File: src/rtl/alu_sequencer_if.sv
// Command and ALU-side signal bundle for alu_sequencer.
// slave is the sequencer; master is the requester plus the ALU.
interface alu_sequencer_if;
    logic        iValid;
    logic        oReady;
    logic [1:0]  iCmd;
    logic [31:0] iA;
    logic [31:0] iB;
    logic [3:0]  oOP;
    logic [31:0] oAluA;
    logic [31:0] oAluB;
    logic [31:0] iAluC;
    logic        iAluNEG;
    logic        iAluZERO;
    logic        oDone;
    logic [31:0] oResult;
    logic        oFlagN;
    logic        oFlagZ;

    modport slave (
        input  iValid, iCmd, iA, iB,
        input  iAluC, iAluNEG, iAluZERO,
        output oReady, oOP, oAluA, oAluB,
        output oDone, oResult, oFlagN, oFlagZ
    );

    modport master (
        output iValid, iCmd, iA, iB,
        output iAluC, iAluNEG, iAluZERO,
        input  oReady, oOP, oAluA, oAluB,
        input  oDone, oResult, oFlagN, oFlagZ
    );
endinterface

File: src/rtl/alu_sequencer.sv
// Command front-end for the 32-bit ALU: ADD/SUB/CMP in one step,
// MUL as 32 shift-and-add steps through the same ALU adder.
module alu_sequencer (
    input  logic              iClk,
    input  logic              iRstN,
    alu_sequencer_if.slave    bus
);

    typedef enum logic [1:0] {
        IDLE = 2'd0,
        EXEC = 2'd1,
        MUL  = 2'd2
    } state_e;

    localparam logic [1:0] CMD_ADD = 2'b00;
    localparam logic [1:0] CMD_SUB = 2'b01;
    localparam logic [1:0] CMD_CMP = 2'b10;
    localparam logic [1:0] CMD_MUL = 2'b11;

    localparam logic [3:0] OP_ADD = 4'b0000;
    localparam logic [3:0] OP_SUB = 4'b0001;

    state_e      state_q, state_d;
    logic [1:0]  cmd_q, cmd_d;
    // In MUL these hold the shifting multiplicand and multiplier.
    logic [31:0] opa_q, opa_d;
    logic [31:0] opb_q, opb_d;
    logic [31:0] acc_q, acc_d;
    logic [4:0]  cnt_q, cnt_d;
    logic        done_q, done_d;
    logic [31:0] result_q, result_d;
    logic        flag_n_q, flag_n_d;
    logic        flag_z_q, flag_z_d;

    logic        accept;

    assign accept = bus.iValid && (state_q == IDLE);

    assign bus.oReady  = (state_q == IDLE);
    assign bus.oDone   = done_q;
    assign bus.oResult = result_q;
    assign bus.oFlagN  = flag_n_q;
    assign bus.oFlagZ  = flag_z_q;

    always_comb begin
        bus.oOP   = OP_ADD;
        bus.oAluA = '0;
        bus.oAluB = '0;
        unique case (state_q)
            EXEC: begin
                bus.oOP   = (cmd_q == CMD_ADD) ? OP_ADD : OP_SUB;
                bus.oAluA = opa_q;
                bus.oAluB = opb_q;
            end
            MUL: begin
                bus.oOP   = OP_ADD;
                bus.oAluA = acc_q;
                bus.oAluB = opb_q[0] ? opa_q : '0;
            end
            default: begin
                bus.oOP   = OP_ADD;
                bus.oAluA = '0;
                bus.oAluB = '0;
            end
        endcase
    end

    always_comb begin
        state_d  = state_q;
        cmd_d    = cmd_q;
        opa_d    = opa_q;
        opb_d    = opb_q;
        acc_d    = acc_q;
        cnt_d    = cnt_q;
        done_d   = 1'b0;
        result_d = result_q;
        flag_n_d = flag_n_q;
        flag_z_d = flag_z_q;

        unique case (state_q)
            IDLE: begin
                if (accept) begin
                    cmd_d = bus.iCmd;
                    opa_d = bus.iA;
                    opb_d = bus.iB;
                    if (bus.iCmd == CMD_MUL) begin
                        state_d = MUL;
                        acc_d   = '0;
                        cnt_d   = '0;
                    end else begin
                        state_d = EXEC;
                    end
                end
            end
            EXEC: begin
                if (cmd_q != CMD_CMP) begin
                    result_d = bus.iAluC;
                end
                flag_n_d = bus.iAluNEG;
                flag_z_d = bus.iAluZERO;
                done_d   = 1'b1;
                state_d  = IDLE;
            end
            MUL: begin
                acc_d = bus.iAluC;
                opa_d = opa_q << 1;
                opb_d = opb_q >> 1;
                cnt_d = cnt_q + 5'd1;
                // No early exit: every MUL takes all 32 steps.
                if (cnt_q == 5'd31) begin
                    result_d = bus.iAluC;
                    flag_n_d = bus.iAluNEG;
                    flag_z_d = bus.iAluZERO;
                    done_d   = 1'b1;
                    state_d  = IDLE;
                end
            end
            default: begin
                state_d = IDLE;
            end
        endcase
    end

    always_ff @(posedge iClk or negedge iRstN) begin
        if (!iRstN) begin
            state_q  <= IDLE;
            cmd_q    <= CMD_ADD;
            opa_q    <= '0;
            opb_q    <= '0;
            acc_q    <= '0;
            cnt_q    <= '0;
            done_q   <= 1'b0;
            result_q <= '0;
            flag_n_q <= 1'b0;
            flag_z_q <= 1'b0;
        end else begin
            state_q  <= state_d;
            cmd_q    <= cmd_d;
            opa_q    <= opa_d;
            opb_q    <= opb_d;
            acc_q    <= acc_d;
            cnt_q    <= cnt_d;
            done_q   <= done_d;
            result_q <= result_d;
            flag_n_q <= flag_n_d;
            flag_z_q <= flag_z_d;
        end
    end

endmodule

File: src/flat_wrapper.sv
// flat-port wrapper written by rule: the top's interface ports become plain ports
module alu_sequencer_flat 
  (iClk, iRstN, bus_iValid, bus_iCmd, bus_iA, bus_iB, bus_iAluC, bus_iAluNEG, bus_iAluZERO, bus_oReady, bus_oOP, bus_oAluA, bus_oAluB, bus_oDone, bus_oResult, bus_oFlagN, bus_oFlagZ);
  alu_sequencer_if bus_i ();
  input  logic iClk;
  input  logic iRstN;
  input wire logic [$bits(bus_i.iValid)-1:0] bus_iValid;
  input wire logic [$bits(bus_i.iCmd)-1:0] bus_iCmd;
  input wire logic [$bits(bus_i.iA)-1:0] bus_iA;
  input wire logic [$bits(bus_i.iB)-1:0] bus_iB;
  input wire logic [$bits(bus_i.iAluC)-1:0] bus_iAluC;
  input wire logic [$bits(bus_i.iAluNEG)-1:0] bus_iAluNEG;
  input wire logic [$bits(bus_i.iAluZERO)-1:0] bus_iAluZERO;
  output wire logic [$bits(bus_i.oReady)-1:0] bus_oReady;
  output wire logic [$bits(bus_i.oOP)-1:0] bus_oOP;
  output wire logic [$bits(bus_i.oAluA)-1:0] bus_oAluA;
  output wire logic [$bits(bus_i.oAluB)-1:0] bus_oAluB;
  output wire logic [$bits(bus_i.oDone)-1:0] bus_oDone;
  output wire logic [$bits(bus_i.oResult)-1:0] bus_oResult;
  output wire logic [$bits(bus_i.oFlagN)-1:0] bus_oFlagN;
  output wire logic [$bits(bus_i.oFlagZ)-1:0] bus_oFlagZ;
  assign bus_i.iValid = bus_iValid;
  assign bus_i.iCmd = bus_iCmd;
  assign bus_i.iA = bus_iA;
  assign bus_i.iB = bus_iB;
  assign bus_i.iAluC = bus_iAluC;
  assign bus_i.iAluNEG = bus_iAluNEG;
  assign bus_i.iAluZERO = bus_iAluZERO;
  assign bus_oReady = bus_i.oReady;
  assign bus_oOP = bus_i.oOP;
  assign bus_oAluA = bus_i.oAluA;
  assign bus_oAluB = bus_i.oAluB;
  assign bus_oDone = bus_i.oDone;
  assign bus_oResult = bus_i.oResult;
  assign bus_oFlagN = bus_i.oFlagN;
  assign bus_oFlagZ = bus_i.oFlagZ;
  alu_sequencer u_core (.iClk(iClk), .iRstN(iRstN), .bus(bus_i));
endmodule
File: config.mk
export PLATFORM = sky130hd
export DESIGN_NAME = alu_sequencer_flat
export DESIGN_NICKNAME = d
export VERILOG_FILES = /design/src/rtl/alu_sequencer_if.sv /design/src/rtl/alu_sequencer.sv /design/src/flat_wrapper.sv
export SDC_FILE = /design/constraint.sdc
export NUM_CORES = 1
export LEC_CHECK = 0
export ABC_AREA = 1
export BUFFER_PORTS_ARGS = -buffer_cell sky130_fd_sc_hd__buf_4
export CORE_UTILIZATION = 40
export CTS_BUF_LIST = sky130_fd_sc_hd__clkbuf_4
export CTS_CLUSTER_DIAMETER = 200
export DETAILED_ROUTE_END_ITERATION = 16
export GPL_TIMING_DRIVEN = 0
export SLEW_MARGIN = 20
export SYNTH_ARGS = -nofsm -noshare
export SYNTH_HDL_FRONTEND = slang
export SYNTH_SLANG_ARGS = --single-unit
File: constraint.sdc
create_clock -name iClk -period 2.5 [get_ports iClk]
set_clock_uncertainty 0.05 [all_clocks]
set_input_delay 0.5 -clock iClk [delete_from_list [all_inputs] [get_ports iClk]]
set_output_delay 0.5 -clock iClk [all_outputs]
set_load 0.01 [all_outputs]
# Word level (Yosys, flattened, before mapping)
# Index checks and enable logic that the tools add are counted.
dict set report totals {
  regBits 140
  inputBits 103
  output_inout_bits 104
  word_cells 59
}
dict set report classes {
  n_addsub 1
  eq_ne 9
  n_mux 28
  n_reduce_logical 11
}
# op count
set ops {}
lappend ops {{32-bit one-hot mux with 2 select lines} 6}
lappend ops {{32-bit two-way mux} 7}
lappend ops {{5-bit two-way mux} 2}
lappend ops {{5-bit one-hot mux with 2 select lines} 1}
lappend ops {{2-bit by 1-bit != test with 1-bit output (second input constant)} 4}
lappend ops {{2-bit AND reduction} 4}
lappend ops {{2-bit two-way mux} 3}
lappend ops {{1-bit one-hot mux with 2 select lines} 3}
lappend ops {{3-bit AND reduction} 2}
lappend ops {{5-bit by 1-bit adder with 5-bit output (second input constant)} 1}
lappend ops {{5-bit equality test (second input constant)} 1}
lappend ops {{2-bit equality test (second input constant)} 2}
lappend ops {{2-bit logical NOT} 2}
lappend ops {{1-bit two-way mux} 4}
lappend ops {{4-bit two-way mux} 1}
lappend ops {{2-bit one-hot mux with 2 select lines} 1}
lappend ops {{2-bit nonzero test} 2}
lappend ops {{2-bit by 1-bit equality test with 1-bit output (second input constant)} 1}
lappend ops {{2-bit != test (second input constant)} 1}
lappend ops {{1-bit logical AND} 1}

# Longest topological paths before layout
dict set report depth {
  word_depth 4
  depth_mapped 11
  mapped_depth_nobuf 9
}

# Worst setup path after synthesis
# OpenSTA, ideal clock, no wires.
dict set report synth_path {
  kind {register -> output}
  startpoint {register u_core.state_q[0]}
  endpoint {output port bus_oAluA[10]}
  arrival_time_ns 1.405
  slack_ns 0.545
  path_stages_with_launch 7
  path_buffers 2
  cell_sequence {dfrtp_1 -> inv_1 -> ha_1 -> buf_2 -> buf_1 -> nand3_1 -> nand2_1}
}
dict set report synth_between {
  elab_chain_len 2
}
# item line
set synth_lines {}
lappend synth_lines {{start, declared} alu_sequencer.sv:23} ;# state_e state_q, state_d;
lappend synth_lines {{start signal, assigned} alu_sequencer.sv:137} ;# state_q <= state_d;
lappend synth_lines {{2-bit equality test or 2-bit by 1-bit equality test with 1-bit output (tied branches)} alu_sequencer.sv:49} ;# unique case (state_q)
lappend synth_lines {{32-bit one-hot mux with 2 select lines (*)} alu_sequencer.sv:49}
lappend synth_lines {{end, declared} flat_wrapper.sv:16} ;# output wire logic [$bits(bus_i.oAluA)-1:0] bus_oAluA;
# Mark *: on every way between the ends. The rest lies on a longest branch, timed or not.

# Worst setup path after layout
dict set report layout_path {
  startpoint {register u_core.state_q[1]}
  endpoint {output port bus_oAluA[6]}
}
# The elaborated chain is that of the path after synthesis.

==> impl_metrics.yaml <==
run_status:
  status: "finished with violations"
  failed_checks: "negative setup slack"
detailed_routing:
  drt_iter0_markers: 407
  antenna_left: 0
  vias: 6561
  via_per_inst: 5.086
  first_pass_iters: 5
  drc: 0
  post_drt_wl_per_cell_um: 17.28
  wirelength_mm: 22.29
floorplanning:
  initial_core_util_pct: 40.92
  ioPinCount: 207
  fp-row-count: 47
  die_y_um: 132.2
  fp.coreArea_um2: 16580
  dieArea_um2: 17490
  die-width_um: 132.2
worst_setup_path:
  required_ns: 1.95
  worstSetupStartpointType: "flip-flop"
  crit_type: "flip-flop to primary output"
  reg2reg_slack_ns: 0.39
  slowest_stage: "dfrtp_1"
  end_kind: "primary output"
  cp_cell_sequence: "inv_2 > ha_4 > buf_12 > buf_8 > buf_8 > nand3_1 > nand2_1 > buf_4"
  cpMostUsedCell: "buf_8"
  cpLargestDelayFamily: "buffers and inverters"
  cp_data_arrival_time_ns: 2.03
  cp.buffers_inverters: 5
  cp_max_fo: 6
  crit_path_max_incr_delay_ns: 0.41
cts:
  clock_path_buffers: 2
  cts_buffers: 17
  clk_pin_slew_ns: 0.14
  htree_levels: 4
  cts_tree: "done"
  cts.sinks: 140
  clk_latency_ns: 0.55
  cts_root_buf: "clkbuf_4"
logic_synthesis:
  synth_cell_type_count: 26
  synth_mux_area_share_pct: 0
  synth-edff-count: 0
  synth_compound_area_share_pct: 17.65
  synth_top_area_share_pct: 51.63
  synth-main-ff-cell: "dfrtp_1"
  async_reset_ff_share_pct: 100.0
  yosysMostFrequentCell: "nand2_1"
  synth-simple-area-share_pct: 20.10
  yosys_warnings: 0
  syn_inst: 817
  synth_seq_cells: 140
  synthAdderAreaFrac_pct: 0.9220
  synth_top_family_by_area: "simple AND/OR/NAND/NOR gates"
  syn_avg_cell_area_um2: 8.305
  synth_seq_area_share_pct: 51.63
  synth_area_um2: 6785
  synth_commonest_cells: "nand2_1, dfrtp_1, inv_1"
  synth_top_area_cell: "dfrtp_1"
  synthXorXnorAreaFrac_pct: 0
  synthTopCellsByArea: "dfrtp_1, nand2_1, o21ai_0, nand3_1, inv_1"
timing:
  tightest_slew_ns: 0.5244
  fmax_mhz: 387.7
  slew_violations: 0
  fin_crit_ns: 2.579
  finalWorstSetupSlack_ns: -0.07921
  fin_setup_tns_ns: -1.626
  period_share_pct: 103.2
  slew-limit-headroom_pct: 65.04
  hold_ws_ns: 0.1028
  hold_viol: 0
  setup_viol: 46
  rsz0062_at_grt: "true"
global_routing:
  grt_overflow: 0
  grt_pass1_vias: 6413
  grt_pass1_wl_mm: 34.97
  grtUsageTotal_pct: 25.74
  grt_max_degree: 88
  antenna_found_initial: 1
run:
  max_cap_viol_count: 0
finish:
  multi_input_area_um2: 2959
  area_growth_pct: 41.97
  instances_no_fill: 1290
  regArea_um2: 3503
  fin_nets: 1165
  drive_gt1_share_pct: 35.17
  fill_cells: 1590
power_and_ir_drop:
  max-vdd-ir-drop_uv: 529.0
  p_per_area_nw_per_um2: 1282
  p_leak_nw: 4.705
  power.total_mw: 12.35
place:
  post-place-ws_ns: 0.03094
  hpwl_mm: 16.40
  post-place-cells: 1243
  portBuffers: 203
  place_congestion: 0.8591
hold_path:
  hold_path.class: "input pin to flip-flop"
[area by class of cell]
type                       instances  area share, %
antenna                            1        0.02598
buffer                            65          6.235
clock buffer                      18          1.403
clock inverter                    13          1.234
inverter                          78          3.039
multi-input combinational        536          30.72
sequential                       140          36.37
tap                              220          2.858
timing repair buffer             219          18.12
[logic make-up after synthesis]
| logic type | after synthesis |
|---|---|
| other cells | 1 |
| buf+inv | 143 |
| compound gates | 202 |
| fa+ha+maj | 5 |
| flops | 140 |
| simple gates | 326 |
[stage by stage]
step | cell area (µm²) | util (%)
finish | 9633 | 58.09
global route | 9633 | 58.09
CTS | 9200 | 55.48
detailed placement | 8627 | 52.02
global placement | 8592 | 51.81
floorplan | 6793 | -
[routing by layer]
| layer | track usage, % | share of wire [%] | vias up |
|---|---|---|---|
| met5 | 0 | 0 | - |
| met4 | 6.130 | 1.1 | 0 |
| met3 | 5.536 | 6.0 | 21 |
| met2 | 40.98 | 48 | 205 |
| met1 | 35.84 | 45 | 3135 |
| li1 | - | - | 3200 |
[worst register-to-register path: cells and delay by family, from the launching register on]
family / cells / cell delay (ns)
compound gates: 1 / 0.15
fa+ha+maj: 2 / 0.45
buf+inv: 2 / 0.45
flops: 1 / 0.45
simple gates: 4 / 0.45
[what timing repair did]
action                                  CTS  global route
pin swaps                                 1             8
gates resized for setup                  81            82
cloned                                    0             1
endpoints found under the hold margin    53             0
hold buffers                              1             0
endpoints found under the setup margin   64            64
setup buffers                             6             7
[where the power goes]
group,internal (mW),switching [mW],total (mW)
clock,0.504,0.894,1.40
combinational,3.04,3.97,7.01
sequential,3.26,0.688,3.95
[sequential cells by signal (all words and copies together) (netlist names)]
register	cells
u_core.state_q	2
u_core.opb_q	32
u_core.bus.oDone	1
u_core.cnt_q	5
u_core.bus.oFlagZ	1
u_core.bus.oResult	32
u_core.acc_q	32
u_core.cmd_q	2
u_core.opa_q	32
u_core.bus.oFlagN	1
[cells in the final DEF, fill, tap and decap left out, drive strengths merged, types with 2 or more instances in the layout]
| master | Yosys | layout |
|---|---|---|
| a21oi | 2 | 2 |
| a31oi | 32 | 32 |
| buf | 50 | 270 |
| clkbuf | 15 | 31 |
| clkinv | 1 | 7 |
| clkinvlp | 0 | 3 |
| conb | 1 | 3 |
| dfrtp | 140 | 140 |
| ha | 5 | 5 |
| inv | 77 | 80 |
| nand2 | 219 | 219 |
| nand3 | 72 | 72 |
| nor2 | 33 | 33 |
| o211ai | 30 | 30 |
| o21ai | 106 | 106 |
| o22ai | 31 | 31 |
[path summary, 6_finish.rpt]
path                                   start                      to  cells past startpoint
hold reg to reg            u_core.bus.oFlagN       u_core.bus.oFlagN                      2
min in group asynchronous              iRstN        u_core.opb_q[31]                      2
setup reg to reg             u_core.cnt_q[0]  u_core.bus.oResult[11]                      9
hold / removal                   bus_iCmd[0]         u_core.cmd_q[0]                      3
max in group asynchronous              iRstN         u_core.cnt_q[3]                      3
setup / recovery           u_core.state_q[1]            bus_oAluA[6]                      8
Power figures use the tool's default switching activity.
